**config.mk**
```make
export PLATFORM = sky130hd
export DESIGN_NAME = div_sgn_seq
export DESIGN_NICKNAME = d
export VERILOG_FILES = /design/src/rtl/div_sgn_pkg.sv /design/src/rtl/div_sgn_step.sv /design/src/rtl/div_sgn_seq.sv
export SDC_FILE = /design/constraint.sdc
export NUM_CORES = 1
export LEC_CHECK = 0
export ABC_AREA = 1
export BUFFER_PORTS_ARGS = -buffer_cell sky130_fd_sc_hd__buf_2
export CAP_MARGIN = 20
export CORE_ASPECT_RATIO = 1.5
export CORE_UTILIZATION = 53
export DETAILED_ROUTE_END_ITERATION = 10
export PLACE_DENSITY = 0.77
export RECOVER_POWER = 50
export SYNTH_ARGS = -nofsm -noshare
export SYNTH_HDL_FRONTEND = slang
export SYNTH_SLANG_ARGS = --single-unit
```
**constraint.sdc**
```tcl
create_clock -name CLK -period 4.5 [get_ports CLK]
set_input_delay 0.225 -clock CLK [delete_from_list [all_inputs] [get_ports CLK]]
set_output_delay 0.225 -clock CLK [all_outputs]
set_load 0.01 [all_outputs]
```
**src/rtl/div_sgn_pkg.sv**
```systemverilog
// Shared types and helpers for the sequential signed restoring divider.
package div_sgn_pkg;

    typedef enum logic [2:0] {
        IDLE = 3'd0,
        CALC = 3'd1,
        FIX  = 3'd2,
        DONE = 3'd3,
        LOAD = 3'd4
    } div_state_e;

    // Magnitude of the most-negative dividend needs one bit beyond the operand width.
    localparam int unsigned MagExtraBits = 1;

    function automatic int unsigned mag_width(input int unsigned width_x,
                                              input int unsigned width_y);
        return width_x + width_y + MagExtraBits;
    endfunction

    // Edges from accept (inclusive) to OutValid for a normal division.
    function automatic int unsigned latency(input int unsigned width_x, input bit cs_in);
        return width_x + 2 + (cs_in ? 1 : 0);
    endfunction

endpackage

```
**src/rtl/div_sgn_step.sv**
```systemverilog
// One restoring-division iteration: shift in a dividend bit, trial-subtract |Y|, keep or restore.
module div_sgn_step #(
    parameter int unsigned widthY = 8,
    parameter int unsigned speed  = 0
) (
    input  logic [widthY:0]   i_rem,
    input  logic              i_bit,
    input  logic [widthY:0]   i_ymag,
    output logic [widthY:0]   o_rem,
    output logic              o_qbit
);

    localparam int unsigned N = widthY + 2;

    logic [N-1:0] w_a;
    logic [N-1:0] w_b;
    logic [N-1:0] w_diff;

    assign w_a = {i_rem, i_bit};
    assign w_b = {1'b0, i_ymag};

    generate
        if (speed == 0) begin : g_ripple
            always_comb begin
                logic c;
                c      = 1'b1;
                w_diff = '0;
                for (int i = 0; i < int'(N); i++) begin
                    w_diff[i] = w_a[i] ^ ~w_b[i] ^ c;
                    c         = (w_a[i] & ~w_b[i]) | (c & (w_a[i] | ~w_b[i]));
                end
            end
        end else begin : g_prefix
            // Prefix structures are left to synthesis via the operator.
            assign w_diff = w_a - w_b;
        end
    endgenerate

    assign o_qbit = ~w_diff[N-1];
    assign o_rem  = o_qbit ? w_diff[N-2:0] : w_a[N-2:0];

endmodule

```
**src/rtl/div_sgn_seq.sv**
```systemverilog
// Iterative signed divider D = Q*Y + R, one quotient bit per clock, valid/ready on both sides.
// Define DIV_SGN_CS_IN_EN to take the dividend in carry-save form (DS + DC) with an extra LOAD cycle.
module div_sgn_seq
    import div_sgn_pkg::*;
#(
    parameter int unsigned widthX = 8,
    parameter int unsigned widthY = 8,
    parameter int unsigned speed  = 0
) (
    input  logic                            CLK,
    input  logic                            RST_N,
    input  logic                            InValid,
    output logic                            InReady,
`ifdef DIV_SGN_CS_IN_EN
    input  logic [widthX+widthY-1:0]        DS,
    input  logic [widthX+widthY-1:0]        DC,
`else
    input  logic signed [widthX+widthY-1:0] D,
`endif
    input  logic signed [widthY-1:0]        Y,
    output logic                            OutValid,
    input  logic                            OutReady,
    output logic signed [widthX-1:0]        Q,
    output logic signed [widthY-1:0]        R,
    output logic                            DivZero,
    output logic                            Ovf
);

    localparam int unsigned WD   = widthX + widthY;
    localparam int unsigned MW   = mag_width(widthX, widthY);
    localparam int unsigned CntW = (widthX > 1) ? $clog2(widthX) : 1;

    localparam logic [widthX-1:0] QMaxPos = {1'b0, {(widthX-1){1'b1}}};
    localparam logic [widthX-1:0] QMaxNeg = {1'b1, {(widthX-1){1'b0}}};

    div_state_e          r_state;
    logic [CntW-1:0]     r_cnt;
    logic [widthY:0]     r_rem;
    logic [widthX-1:0]   r_dlo;
    logic [widthY:0]     r_ymag;
    logic                r_sd;
    logic                r_sq;
    logic [widthX-1:0]   r_q;
    logic [widthY-1:0]   r_r;
    logic                r_divzero;
    logic                r_ovf;

    logic [WD-1:0]       w_d;
    logic [MW-1:0]       w_dext;
    logic [MW-1:0]       w_dmag;
    logic [widthY:0]     w_yext;
    logic [widthY:0]     w_ymag;
    logic                w_yzero;
    logic                w_pre_ovf;
    logic [widthY:0]     w_step_rem;
    logic                w_step_qbit;
    logic [widthX-1:0]   w_q_fix;
    logic [widthY-1:0]   w_rmag;
    logic [widthY-1:0]   w_r_fix;
    logic                w_fix_ovf;

`ifdef DIV_SGN_CS_IN_EN
    assign w_d = DS + DC;
`else
    assign w_d = D;
`endif

    // Magnitudes are one bit wider than the operands so the most-negative value does not wrap.
    assign w_dext  = {w_d[WD-1], w_d};
    assign w_dmag  = w_d[WD-1] ? -w_dext : w_dext;
    assign w_yext  = {Y[widthY-1], Y};
    assign w_ymag  = Y[widthY-1] ? -w_yext : w_yext;
    assign w_yzero = (Y == '0);

    // Quotient needs more than widthX bits if the top part already reaches |Y|.
    assign w_pre_ovf = (w_dmag[MW-1:widthX] >= w_ymag);

    div_sgn_step #(
        .widthY (widthY),
        .speed  (speed)
    ) u_step (
        .i_rem  (r_rem),
        .i_bit  (r_dlo[widthX-1]),
        .i_ymag (r_ymag),
        .o_rem  (w_step_rem),
        .o_qbit (w_step_qbit)
    );

    assign w_q_fix   = r_sq ? -r_dlo : r_dlo;
    assign w_rmag    = r_rem[widthY-1:0];
    assign w_r_fix   = r_sd ? -w_rmag : w_rmag;
    assign w_fix_ovf = r_sq ? (r_dlo > QMaxNeg) : (r_dlo > QMaxPos);

    always_ff @(posedge CLK or negedge RST_N) begin
        if (!RST_N) begin
            r_state   <= IDLE;
            r_cnt     <= '0;
            r_rem     <= '0;
            r_dlo     <= '0;
            r_ymag    <= '0;
            r_sd      <= 1'b0;
            r_sq      <= 1'b0;
            r_q       <= '0;
            r_r       <= '0;
            r_divzero <= 1'b0;
            r_ovf     <= 1'b0;
        end else begin
            unique case (r_state)
                IDLE: begin
                    if (InValid) begin
                        r_sd   <= w_d[WD-1];
                        r_sq   <= w_d[WD-1] ^ Y[widthY-1];
                        r_ymag <= w_ymag;
                        r_rem  <= w_dmag[MW-1:widthX];
                        r_dlo  <= w_dmag[widthX-1:0];
                        r_cnt  <= CntW'(widthX - 1);
                        if (w_yzero) begin
                            r_divzero <= 1'b1;
                            r_state   <= DONE;
                        end else if (w_pre_ovf) begin
                            r_ovf   <= 1'b1;
                            r_state <= DONE;
                        end else begin
`ifdef DIV_SGN_CS_IN_EN
                            r_state <= LOAD;
`else
                            r_state <= CALC;
`endif
                        end
                    end
                end
                LOAD: begin
                    r_state <= CALC;
                end
                CALC: begin
                    // Quotient bits shift in behind the dividend bits being consumed.
                    r_rem <= w_step_rem;
                    r_dlo <= {r_dlo[widthX-2:0], w_step_qbit};
                    r_cnt <= r_cnt - 1'b1;
                    if (r_cnt == '0) begin
                        r_state <= FIX;
                    end
                end
                FIX: begin
                    r_ovf   <= w_fix_ovf;
                    r_q     <= w_fix_ovf ? '0 : w_q_fix;
                    r_r     <= w_fix_ovf ? '0 : w_r_fix;
                    r_state <= DONE;
                end
                DONE: begin
                    if (OutReady) begin
                        r_q       <= '0;
                        r_r       <= '0;
                        r_divzero <= 1'b0;
                        r_ovf     <= 1'b0;
                        r_state   <= IDLE;
                    end
                end
                default: begin
                    r_state <= IDLE;
                end
            endcase
        end
    end

    assign InReady  = (r_state == IDLE);
    assign OutValid = (r_state == DONE);
    assign Q        = r_q;
    assign R        = r_r;
    assign DivZero  = r_divzero;
    assign Ovf      = r_ovf;

endmodule

```
==> results of run 1 <==
[cell type report]
class,instances,share of cell area [%]
clock buffers,6,1.77
repair buffers,53,6.44
well taps,76,2.32
inverters,66,6.17
clock inverters,2,0.305
multi-input cells,361,51.8
flip-flops and latches,51,31.1
[kinds of logic (layout without fill, tap and decap cells)]
logic type	after synthesis	in the layout
AO/OA/AOI/OAI	92	92
AND/OR/NAND/NOR	216	218
buffers and inverters	80	127
other	2	2
XOR/XNOR	21	21
adder cells (fa/ha/maj)	28	28
flip-flops	51	51
[synth_stat cells (6+ instances only)]
| library cell | n | area (um2) |
|---|---|---|
| o211ai_1 | 7 | 52.6 |
| ha_1 | 20 | 250 |
| buf_2 | 6 | 30.0 |
| nand2_1 | 131 | 492 |
| a21oi_1 | 19 | 95.1 |
| xor2_1 | 17 | 149 |
| nand4_1 | 6 | 37.5 |
| o21ai_0 | 52 | 260 |
| nor2_1 | 41 | 154 |
| nand3_1 | 13 | 65.1 |
| nand2_2 | 10 | 62.6 |
| dfrtp_1 | 51 | 1280 |
| inv_1 | 62 | 233 |
| fa_1 | 8 | 160 |
[power by group through the flow]
stage	Sequential [mW]	Clock, mW	Combinational, mW
3_3_place_gp	0.802	0	1.38
5_1_grt	0.831	0.291	1.73
2_1_floorplan	0.794	0	1.10
4_1_cts	0.799	0.273	1.44
6_report	0.805	0.263	1.50
3_5_place_dp	0.807	0	1.43
[metrics by stage]
stage | cells | power [mW]
global placement | 602 | 2.18
floorplan | 490 | 1.89
global route | 615 | 2.85
CTS | 610 | 2.51
detailed placement | 602 | 2.24
finish | 615 | 2.57
[per-layer routing]
metal | global-route usage [%] | up-vias
met5 | 0 | -
met4 | 10.0 | 0
met3 | 2.42 | 15
met2 | 43.8 | 82
met1 | 30.8 | 1522
li1 | - | 1648
[repair_timing]
| action | 4_1_cts | 5_1_grt |
|---|---|---|
| cloned | 0 | 2 |
| setup endpoints to repair | 2 | 10 |
| buffers inserted | 0 | 3 |
| hold buffers | 0 | 0 |
| pin swaps | 0 | 2 |
| hold endpoints to repair | 0 | 0 |
| resized for setup | 1 | 11 |
[cells in the final DEF (no fill, tap or decap), drive strengths merged]
cell type  Yosys  final
xor2          18     18
ha            20     20
clkinvlp       0      1
nand2        142    144
or2            1      1
nand4          6      6
dfrtp         51     51
clkinv         1      2
clkbuf         3     17
and2           1      1
a21oi         22     22
nor2          44     44
buf           11     42
a22oi          2      2
conb           2      2
nor3           2      2
o22ai          2      2
nand3         16     16
inv           65     65
o21bai         1      1
o21ai         56     56
o211ai         7      7
xnor2          3      3
fa             8      8
nor4           1      1
nand3b         3      3
a31oi          2      2
[flip-flops by register name, summed over array words and instances (netlist names)]
name	flops
Ovf	1
DivZero	1
r_dlo	8
r_cnt	3
r_sd	1
Q	8
r_sq	1
R	8
r_ymag	9
r_rem	9
r_state	2
[worst max-delay path, stage by stage (launching register included)]
cell and delay (ns):
dfrtp_1 0.37, inv_1 0.07, ha_1 0.19, fa_2 0.35, fa_2 0.35, fa_1 0.39
fa_1 0.39, fa_2 0.35, fa_1 0.36, inv_1 0.07, fa_1 0.15, inv_1 0.05
fa_2 0.37, inv_1 0.12, nand2_4 0.10, nand2_4 0.11, buf_4 0.12, nand2_1 0.04
o211ai_1 0.07, nand2_1 0.07, inv_1 0.09, a21oi_2 0.05
[how the worst min path moves through the flow]
| stage | end | start | cells past startpoint |
|---|---|---|---|
| finish | r_dlo[6] | D[6] | 4 |
| global route | r_ymag[4] | Y[4] | 3 |
| CTS | R[2] | RST_N | 2 |
| detailed placement | R[2] | RST_N | 2 |
| global placement | R[2] | RST_N | 2 |
| floorplan | DivZero | RST_N | 0 |
==> metrics.csv, run 1 <==
stage;metric;value;unit
cells_and_area;final core utilization;61.9;%
cells_and_area;Design Area, Final;4100;um2
worst_setup_path;Worst setup endpoint;r_rem[6];
worst_setup_path;endpoint class of the critical path;flip-flop;
worst_setup_path;worst-path maximum fanout;5;
clock_tree;H-tree Lvls;2;
floorplanning;Initial Util;55.8;%
min_path;HP Class;input pin to flip-flop;
power;PwrDens;628;nW/um2
timing;final hold violation count;0;
power;static leakage;2.15;nW
timing;Worst slew margin;-81.4;%
worst_setup_path;CP startpoint;r_dlo[7];
power;switch share;48.8;%
floorplanning;die footprint;7310;um2
route;DR vias/cell;5.31;
worst_setup_path;crit path launch type;flip-flop;
route;DR pass1 iterations;4;
timing;Clock Skews;0.00612;ns
synthesis;post-synthesis simple-gate area fraction;25.5;%
synthesis;Async S/R FF share, synth;100;%
synthesis;register area share after synthesis;34.6;%
synthesis;Syn Nets;546;
synthesis;Netlist cell types;41;
worst_setup_path;worst r2r path cells;21;
timing;actual slew at the worst max-slew pin;2.72;ns
synthesis;Post-synth EDFFs;0;
placement;placed inst area;3950;um2
cells_and_area;Fill cells;613;
clock_tree;CTS tree;yes;
synthesis;post-synthesis adder-cell area fraction;11.1;%
synthesis;Mapped Cells;490;
global_route;total congestion overflow;0;
timing;top achievable clock speed;231;MHz
synthesis;FF+latch count, synth;51;
cells_and_area;register area;1280;um2
worst_setup_path;CP Class;flip-flop to flip-flop;
route;Detail Route Antenna Nets;0;
placement;GPL Wtd Cong;0.890;
timing;Setup WS post-layout;0.164;ns
timing;final critical-path share of the clock period;96.4;%
route;WL final;8.59;mm
route;residual DRC count;0;
worst_setup_path;Reg-to-Reg Start;r_dlo[7];
route;violation count after the first detailed-route iteration;226;
clock_tree;Clock Sinks;51;
worst_setup_path;WP data arrival;4.53;ns
power;Gate power share;58.5;%
timing;Final min period;4.34;ns
status;failing checks;max-capacitance violations, max-slew violations;
timing;Slew Viols, Final;52;
power;Max VDD drop;0.358;mV
power;internal power;1.32;mW
global_route;global-route usage over all layers;24.9;%
global_route;vias in the first global route;3234;
worst_setup_path;worst path required time;4.69;ns
clock_tree;worst-skew pair later-pin latency;0.30;ns
placement;IO Port Bufs;47;
global_route;initial antenna violation count;0;
clock_tree;clock slew at reported path FFs;0.10;ns
route;DRT met1 WL;3.60;mm
synthesis;mux cell area share after synthesis;0;%
route;metal3 WL;327;um
clock_tree;TritonCTS buffer count;5;
power;switching pwr;1.25;mW
floorplanning;total I/O pin count;48;
status;outcome;finished, violations left;
synthesis;yosys warns;0;
floorplanning;site row count;36;
placement;Place WS;0.00291;ns
cells_and_area;total area of multi-input combinational cells;2120;um2
power;clock network power share;10.2;%
flow_run;max cap viols;1;
floorplanning;Die X-Extent;70.2;um
clock_tree;clock root buffer;clkbuf_8;
cells_and_area;layout cells sized above 1;16.0;%
route;WL met2;4.42;mm
power;Seq pwr share;31.3;%
floorplanning;core box area;6620;um2
cells_and_area;Final nets;594;
synthesis;Synth Flop Type;dfrtp_1;
timing;worst hold margin;0.239;ns
placement;Detail Placement HPWL;6.51;mm
worst_setup_path;FF-to-FF setup slack;0.16;ns
synthesis;Avg Synthesized Cell Area;7.54;um2
worst_setup_path;r2r endpoint;r_rem[6];
route;Wirelength per Cell;14.0;um
global_route;largest net degree at the start of global routing;52;
timing;Setup TNS;0;ns
synthesis;Synth Area in Compound Gates;14.1;%
route;max layer used;met4;
synthesis;main combinational cell family by area after synthesis;simple AND/OR/NAND/NOR gates;
floorplanning;die height;104;um
synthesis;Synth Area in XOR/XNOR;5.18;%
timing;# setup viols final;0;
route;via count;3267;
cells_and_area;diode count;0;
cells_and_area;Syn-to-layout area delta;11.0;%
synthesis;Mapped Area;3690;um2
clock_tree;Max clock buf depth;2;
global_route;first-pass GRT wire length;14.8;mm
(Power assumes the default switching activity.)
==> inputs of run 2 (changes only) <==
--- a/config.mk
+++ b/config.mk
@@ -7,4 +7,5 @@
 export LEC_CHECK = 0
 export ABC_AREA = 1
+export ABC_CLOCK_PERIOD_IN_PS = 4500
 export BUFFER_PORTS_ARGS = -buffer_cell sky130_fd_sc_hd__buf_2
 export CAP_MARGIN = 20
@@ -12,4 +13,5 @@
 export CORE_UTILIZATION = 53
 export DETAILED_ROUTE_END_ITERATION = 10
+export MAX_ROUTING_LAYER = met4
 export PLACE_DENSITY = 0.77
 export RECOVER_POWER = 50
==> constraint.sdc (replaced) <==
create_clock -name CLK -period 4.5 [get_ports CLK]
set_input_delay 0.675 -clock CLK [delete_from_list [all_inputs] [get_ports CLK]]
set_output_delay 0.675 -clock CLK [all_outputs]
set_load 0.01 [all_outputs]
==> run 2 against run 1 <==
  * Clock-buffer cell count is 1 higher
  * Cell area fell by 0.24%
  * Combinational power about the same
  * Worst hold slack gained 0.24 ns
  * Sequential power is essentially flat
  * Largest cell class unchanged
  * Highest routed layer unchanged
  * The run still ends with max-capacitance violations, max-slew violations left
  * Utilization is 0.15 points lower
  * Clock power decreased by 3%
  * Clock skew is 0.0024 ns lower
  * Routed wire length up 1.4%
==> metrics.csv, run 2 (synthesis gave the netlist of run 1 again) <==
stage;metric;value;unit;change
status;outcome;finished, violations left;;
status;failing checks;max-capacitance violations, max-slew violations;;
cells_and_area;most frequent cells in the layout;129 x nand2_1, 62 x inv_1, 51 x dfrtp_1, 51 x o21ai_0, 41 x nor2_1;;
route;WL final;8.71;mm;+1.4%
clock_tree;worst-skew pair later-pin latency;0.30;ns;about the same
clock_tree;CTS tree;yes;;
timing;final critical-path share of the clock period;97.1;%;+0.77 points
worst_setup_path;critical path, cell by cell;inv_1 > ha_1 > fa_2 > fa_2 > fa_1 > fa_1 > fa_1 > fa_1 > inv_1 > fa_1 > inv_1 > fa_2 > nand2_2 > nand2_4 > nor2_1 > a21oi_1 > o21ai_0 > inv_1 > nand2_1 > nand2_1;;
worst_setup_path;crit path launch type;flip-flop;;
cells_and_area;Syn-to-layout area delta;10.7;%;
timing;top achievable clock speed;229;MHz;-0.79%
route;DR pass1 iterations;4;;unchanged
route;violation count after the first detailed-route iteration;169;;-25%
worst_setup_path;endpoint class of the critical path;flip-flop;;
timing;# setup viols final;0;;unchanged
clock_tree;CTS Hold Bufs;0;;unchanged
power;Max VDD drop;0.386;mV;+7.7%
timing;final hold violation count;0;;unchanged
floorplanning;site row count;36;;unchanged
clock_tree;H-tree Lvls;2;;unchanged
floorplanning;die footprint;7310;um2;unchanged
flow_run;max cap viols;1;;unchanged
timing;worst hold margin;0.481;ns;+0.241 ns
power;static leakage;2.15;nW;-0.15%
worst_setup_path;critical path's largest stage delay;0.39;ns;about the same
worst_setup_path;Crit path top cell by count;fa_1;;
clock_tree;clock root buffer;clkbuf_8;;
global_route;first-pass GRT wire length;14.6;mm;-1.1%
floorplanning;total I/O pin count;48;;unchanged
route;Detail Route Antenna Nets;0;;unchanged
clock_tree;TritonCTS buffer count;5;;unchanged
cells_and_area;diode count;0;;unchanged
worst_setup_path;worst-path maximum fanout;7;;+2
route;residual DRC count;0;;unchanged
worst_setup_path;worst path required time;4.70;ns;about the same
worst_setup_path;Slowest-stage cell, CP;fa_1;;
timing;Slew Viols, Final;52;;unchanged
global_route;total congestion overflow;0;;unchanged
route;Wirelength per Cell;14.1;um;+1.1%
min_path;cell depth of the worst hold path;2;;-2
global_route;global-route usage over all layers;25.3;%;+0.47 points
global_route;initial antenna violation count;0;;unchanged
floorplanning;core box area;6620;um2;unchanged
timing;Worst slew margin;-88.1;%;-6.7 points
timing;Final min period;4.37;ns;+0.0346 ns
placement;IO Port Bufs;47;;unchanged
timing;Setup TNS;0;ns;unchanged
floorplanning;Initial Util;55.8;%;unchanged
route;via count;3267;;unchanged
cells_and_area;top flop regs;r_rem x9, r_ymag x9;;
worst_setup_path;CP Class;flip-flop to flip-flop;;
worst_setup_path;WP data arrival;4.57;ns;+0.04 ns
cells_and_area;Final nets;596;;+0.34%
global_route;vias in the first global route;3201;;-1.0%
clock_tree;Max clock buf depth;2;;unchanged
global_route;largest net degree at the start of global routing;52;;unchanged
clock_tree;clock slew at reported path FFs;0.09;ns;about the same
cells_and_area;layout cells sized above 1;15.9;%;-0.059 points
floorplanning;Die X-Extent;70.2;um;unchanged
min_path;HP Class;flip-flop to flip-flop;;
timing;Clock Skews;0.00374;ns;-0.00238 ns
route;DR vias/cell;5.29;;-0.32%
clock_tree;Clock Sinks;51;;unchanged
floorplanning;die height;104;um;unchanged
worst_setup_path;worst r2r path cells;20;;-4.8%
power;PwrDens;632;nW/um2;+0.66%
placement;Detail Placement HPWL;6.57;mm;+0.83%
timing;actual slew at the worst max-slew pin;2.82;ns;+0.101 ns
cells_and_area;most common cell after layout, fill and taps aside;nand2_1;;
placement;GPL Wtd Cong;0.890;;unchanged
[run 2: changes by cell type in the layout (fill, tap and decap cells not counted)]
| cell | delta |
|---|---|
| nand2_4 | -4 |
| buf_4 | +3 |
| nand2_2 | +3 |
| clkbuf_1 | +1 |
| clkinvlp_4 | -1 |
| fa_1 | +1 |
| fa_2 | -1 |
[run 2: through the flow]
stage               util, %  cells  power (mW)  setup slack [ns]  area, um2
floorplan                 -    490        1.89             0.123       3690
global placement       59.7    602        2.18             0.127       3950
detailed placement     59.7    602        2.25           -0.0692       3950
CTS                    61.6    615        2.55            0.0491       4080
global route           61.7    617        2.85           -0.0818       4090
finish                 61.7    617        2.58             0.129       4090
[run 2: layout make-up]
| class | count | area (um2) |
|---|---|---|
| Multi-Input combinational cell | 360 | 2100 |
| Clock buffer | 7 | 76.3 |
| Sequential cell | 51 | 1280 |
| Timing Repair Buffer | 56 | 287 |
| Tap cell | 76 | 95.1 |
| Fill cell | 628 | 2530 |
| Clock inverter | 1 | 5.00 |
| Inverter | 66 | 253 |
[run 2: metal layers]
layer	part of all wire, %	global-route usage, %	vias up	wire (um)
li1	-	-	1649	-
met2	52	43.5	81	4570
met5	0	-	-	0
met4	2.6	10.1	0	223
met3	4.4	3.20	14	383
met1	41	29.8	1523	3540
[run 2: report_power, final]
group          internal [mW]  switching [mW]
Combinational          0.569           0.956
Clock                  0.109           0.145
Sequential             0.654           0.150
Total                   1.33            1.25
[run 2: worst max-delay path, delay by kind of cell, from the launching register on]
kind | cells | cell delay, ns
AO/OA/AOI/OAI | 2 | 0.24
adder cells (fa/ha/maj) | 9 | 2.92
buffers and inverters | 4 | 0.28
flip-flops | 1 | 0.36
AND/OR/NAND/NOR | 5 | 0.47
[run 2: path summary, 6_finish.rpt]
check | slack (ns) | to | from
worst max-delay path | 0.13 | r_rem[3] | r_dlo[7]
worst min-delay path | 0.48 | R[6] | R[6]
min in group asynchronous | 1.36 | r_rem[4] | RST_N
worst max register to register | 0.13 | r_rem[3] | r_dlo[7]
max in group asynchronous | 1.54 | r_cnt[0] | RST_N
worst min register to register | 0.48 | R[6] | R[6]
[run 2: timing repair]
| item | in CTS | in global routing |
|---|---|---|
| setup buffers | 5 | 1 |
| gates cloned | 0 | 1 |
| gates resized for setup | 1 | 6 |
| pin swaps | 1 | 3 |
| endpoints found under the setup margin | 2 | 9 |
==> inputs of run 3 (changes only) <==
Settings changed: REMOVE_ABC_BUFFERS set to 1.
==> run 3 against run 2 <==
  * The run still ends with max-capacitance violations, max-slew violations left
  * Clock power is 50% higher
  * Routed wire length decreased by 0.84%
  * Sequential share of layout area decreased by 0.36 points
  * First-iteration DRC count up 14%
  * Global-route usage decreased by 0.36 points
  * Highest routed layer unchanged
==> metrics.csv, run 3 (synthesis gave the netlist of run 1 again) <==
stage;metric;value;unit;change
status;outcome;finished, violations left;;
status;failing checks;max-capacitance violations, max-slew violations;;
route;WL met2;4.55;mm;-0.44%
timing;# setup viols final;0;;unchanged
cells_and_area;most common cell after layout, fill and taps aside;nand2_1;;
floorplanning;die height;104;um;unchanged
route;violation count after the first detailed-route iteration;192;;+14%
timing;worst hold margin;0.481;ns;+0.000396 ns
worst_setup_path;FF-to-FF setup slack;0.20;ns;+0.07 ns
clock_tree;worst-skew pair later-pin latency;0.31;ns;about the same
power;internal power;1.43;mW;+7.2%
worst_setup_path;CP Class;flip-flop to flip-flop;;
floorplanning;total I/O pin count;48;;unchanged
route;Detail Route Antenna Nets;0;;unchanged
min_path;Hold Crit Start;Q[3];;
timing;Worst slew margin;-81.7;%;+6.4 points
min_path;Hold Crit Endpoint;Q[3];;
worst_setup_path;worst r2r path cells;21;;+5.0%
timing;top achievable clock speed;233;MHz;+1.6%
cells_and_area;most frequent cells in the layout;129 x nand2_1, 61 x inv_1, 51 x dfrtp_1, 51 x o21ai_0, 41 x nor2_1;;
route;DRT met1 WL;3.53;mm;-0.31%
cells_and_area;final core utilization;62.5;%;+0.72 points
route;metal3 WL;317;um;-17%
cells_and_area;layout cells sized above 1;16.1;%;+0.24 points
power;Max VDD drop;0.429;mV;+11%
clock_tree;TritonCTS buffer count;5;;unchanged
route;max layer used;met4;;
floorplanning;site row count;36;;unchanged
route;WL final;8.64;mm;-0.84%
power;PwrDens;648;nW/um2;+2.6%
floorplanning;Die X-Extent;70.2;um;unchanged
cells_and_area;top flop regs;r_rem x9, r_ymag x9;;
power;switch share;46.8;%;-1.7 points
timing;Final min period;4.30;ns;-0.0706 ns
power;Gate power share;56.2;%;-2.8 points
timing;Slew Viols, Final;52;;unchanged
worst_setup_path;endpoint class of the critical path;flip-flop;;
timing;actual slew at the worst max-slew pin;2.72;ns;-0.0964 ns
worst_setup_path;worst-path maximum fanout;5;;-2
placement;Detail Placement HPWL;6.50;mm;-1.1%
worst_setup_path;critical path's largest stage delay;0.39;ns;about the same
global_route;global-route usage over all layers;25.0;%;-0.36 points
timing;Clock Skews;0.0105;ns;+0.00675 ns
worst_setup_path;critical path, cell by cell;inv_1 > ha_1 > fa_2 > fa_2 > fa_2 > fa_1 > fa_1 > fa_1 > inv_1 > fa_1 > inv_1 > fa_2 > inv_2 > nand2_4 > nand2_4 > nor2_1 > a21oi_1 > o21ai_1 > inv_1 > nand2_1 > nand2_1;;
route;via count;3277;;+0.31%
route;residual DRC count;0;;unchanged
global_route;initial antenna violation count;0;;unchanged
route;DR pass1 iterations;6;;+2
global_route;largest net degree at the start of global routing;52;;unchanged
floorplanning;die footprint;7310;um2;unchanged
timing;RSZ-0062 raised after global routing;no;;
global_route;vias in the first global route;3152;;-1.5%
worst_setup_path;Reg-to-Reg Start;r_dlo[7];;
clock_tree;Clock Sinks;51;;unchanged
worst_setup_path;crit path launch type;flip-flop;;
flow_run;max cap viols;1;;unchanged
timing;Setup TNS;0;ns;unchanged
worst_setup_path;r2r endpoint;r_rem[3];;
route;DR vias/cell;5.33;;+0.63%
clock_tree;Max clock buf depth;2;;unchanged
worst_setup_path;worst path required time;4.76;ns;+0.06 ns
clock_tree;clock slew at reported path FFs;0.10;ns;about the same
power;clock network power share;14.2;%;+4.4 points
min_path;HP Class;flip-flop to flip-flop;;
worst_setup_path;Buf+Inv Stages, Crit Path;5;;+1
global_route;first-pass GRT wire length;14.1;mm;-3.7%
worst_setup_path;WP data arrival;4.56;ns;about the same
worst_setup_path;Slowest-stage cell, CP;fa_1;;
power;switching pwr;1.25;mW;+0.20%
placement;placed inst area;3950;um2;unchanged
cells_and_area;Fill cells;632;;+0.64%
clock_tree;H-tree Lvls;2;;unchanged
timing;final hold violation count;0;;unchanged
cells_and_area;Syn-to-layout area delta;12.0;%;
min_path;cell depth of the worst hold path;2;;unchanged
global_route;total congestion overflow;0;;unchanged
cells_and_area;Cell Count, Final, Fillers Out;615;;-0.32%
cells_and_area;Final nets;594;;-0.34%
placement;post-placement cell count;602;;unchanged
placement;GPL Wtd Cong;0.895;;+0.57%
placement;IO Port Bufs;47;;unchanged
power;static leakage;2.17;nW;+1.2%
cells_and_area;Design Area, Final;4140;um2;+1.2%
worst_setup_path;kind of cell adding the most delay to the critical path;adder cells;;
power;Seq pwr share;29.6;%;-1.5 points
cells_and_area;diode count;0;;unchanged
route;Wirelength per Cell;14.0;um;-0.52%
floorplanning;Initial Util;55.8;%;unchanged
clock_tree;clock root buffer;clkbuf_8;;
floorplanning;core box area;6620;um2;unchanged
worst_setup_path;CP startpoint;r_dlo[7];;
timing;final critical-path share of the clock period;95.6;%;-1.6 points
clock_tree;CTS tree;yes;;
run 3: layout make-up:
cell class	count	area, um2	area share (%)
multi-input cells	361	2110	51.1
clock buffers	6	72.6	1.75
well taps	76	95.1	2.30
flip-flops and latches	51	1280	30.9
clock inverters	2	60.1	1.45
repair buffers	53	264	6.38
inverters	66	253	6.11
run 3: power groups by stage:
stage | clock network (mW) | registers (mW) | logic [mW]
after floorplan | 0 | 0.800 | 1.03
after global placement | 0 | 0.793 | 1.38
after detailed placement | 0 | 0.798 | 1.44
after CTS | 0.384 | 0.789 | 1.46
after global routing | 0.401 | 0.819 | 1.71
final | 0.382 | 0.793 | 1.51
run 3: worst max path at each step:
stage	endpoint	slack [ns]	cells past startpoint
5_1_grt	r_rem[3]	0.01	21
3_3_place_gp	r_rem[3]	0.15	19
6_report	r_rem[3]	0.20	21
4_1_cts	r_rem[3]	0.03	20
2_1_floorplan	r_rem[1]	0.22	18
3_5_place_dp	r_rem[3]	-0.07	19
run 3: metal layers:
| layer | vias to the layer above | global-route usage [%] |
|---|---|---|
| met1 | 1527 | 28.3 |
| met2 | 80 | 44.7 |
| met4 | 0 | 8.86 |
| li1 | 1653 | - |
| met3 | 17 | 2.91 |
| met5 | - | - |
run 3: per-stage QoR:
step	worst slack, ns	total power [mW]
2_1_floorplan	0.217	1.83
3_3_place_gp	0.148	2.18
3_5_place_dp	-0.0687	2.24
4_1_cts	0.0306	2.63
5_1_grt	0.0126	2.93
6_report	0.200	2.68
run 3: timing repair:
item | in CTS | in global routing
pin swaps | 0 | 2
hold endpoints to repair | 0 | 0
gates resized for setup | 2 | 9
hold buffers | 0 | 0
buffers inserted | 0 | 3
setup endpoints to repair | 2 | 8
gates cloned | 0 | 2
run 3: worst reg2reg max path: cells and delay by family (launching register included):
| kind | cells | cell delay (ns) |
|---|---|---|
| adders and majority gates | 9 | 2.91 |
| DFF | 1 | 0.37 |
| and+or+nand+nor | 5 | 0.34 |
| buffers and inverters | 5 | 0.39 |
| AOI/OAI and AO/OA | 2 | 0.23 |
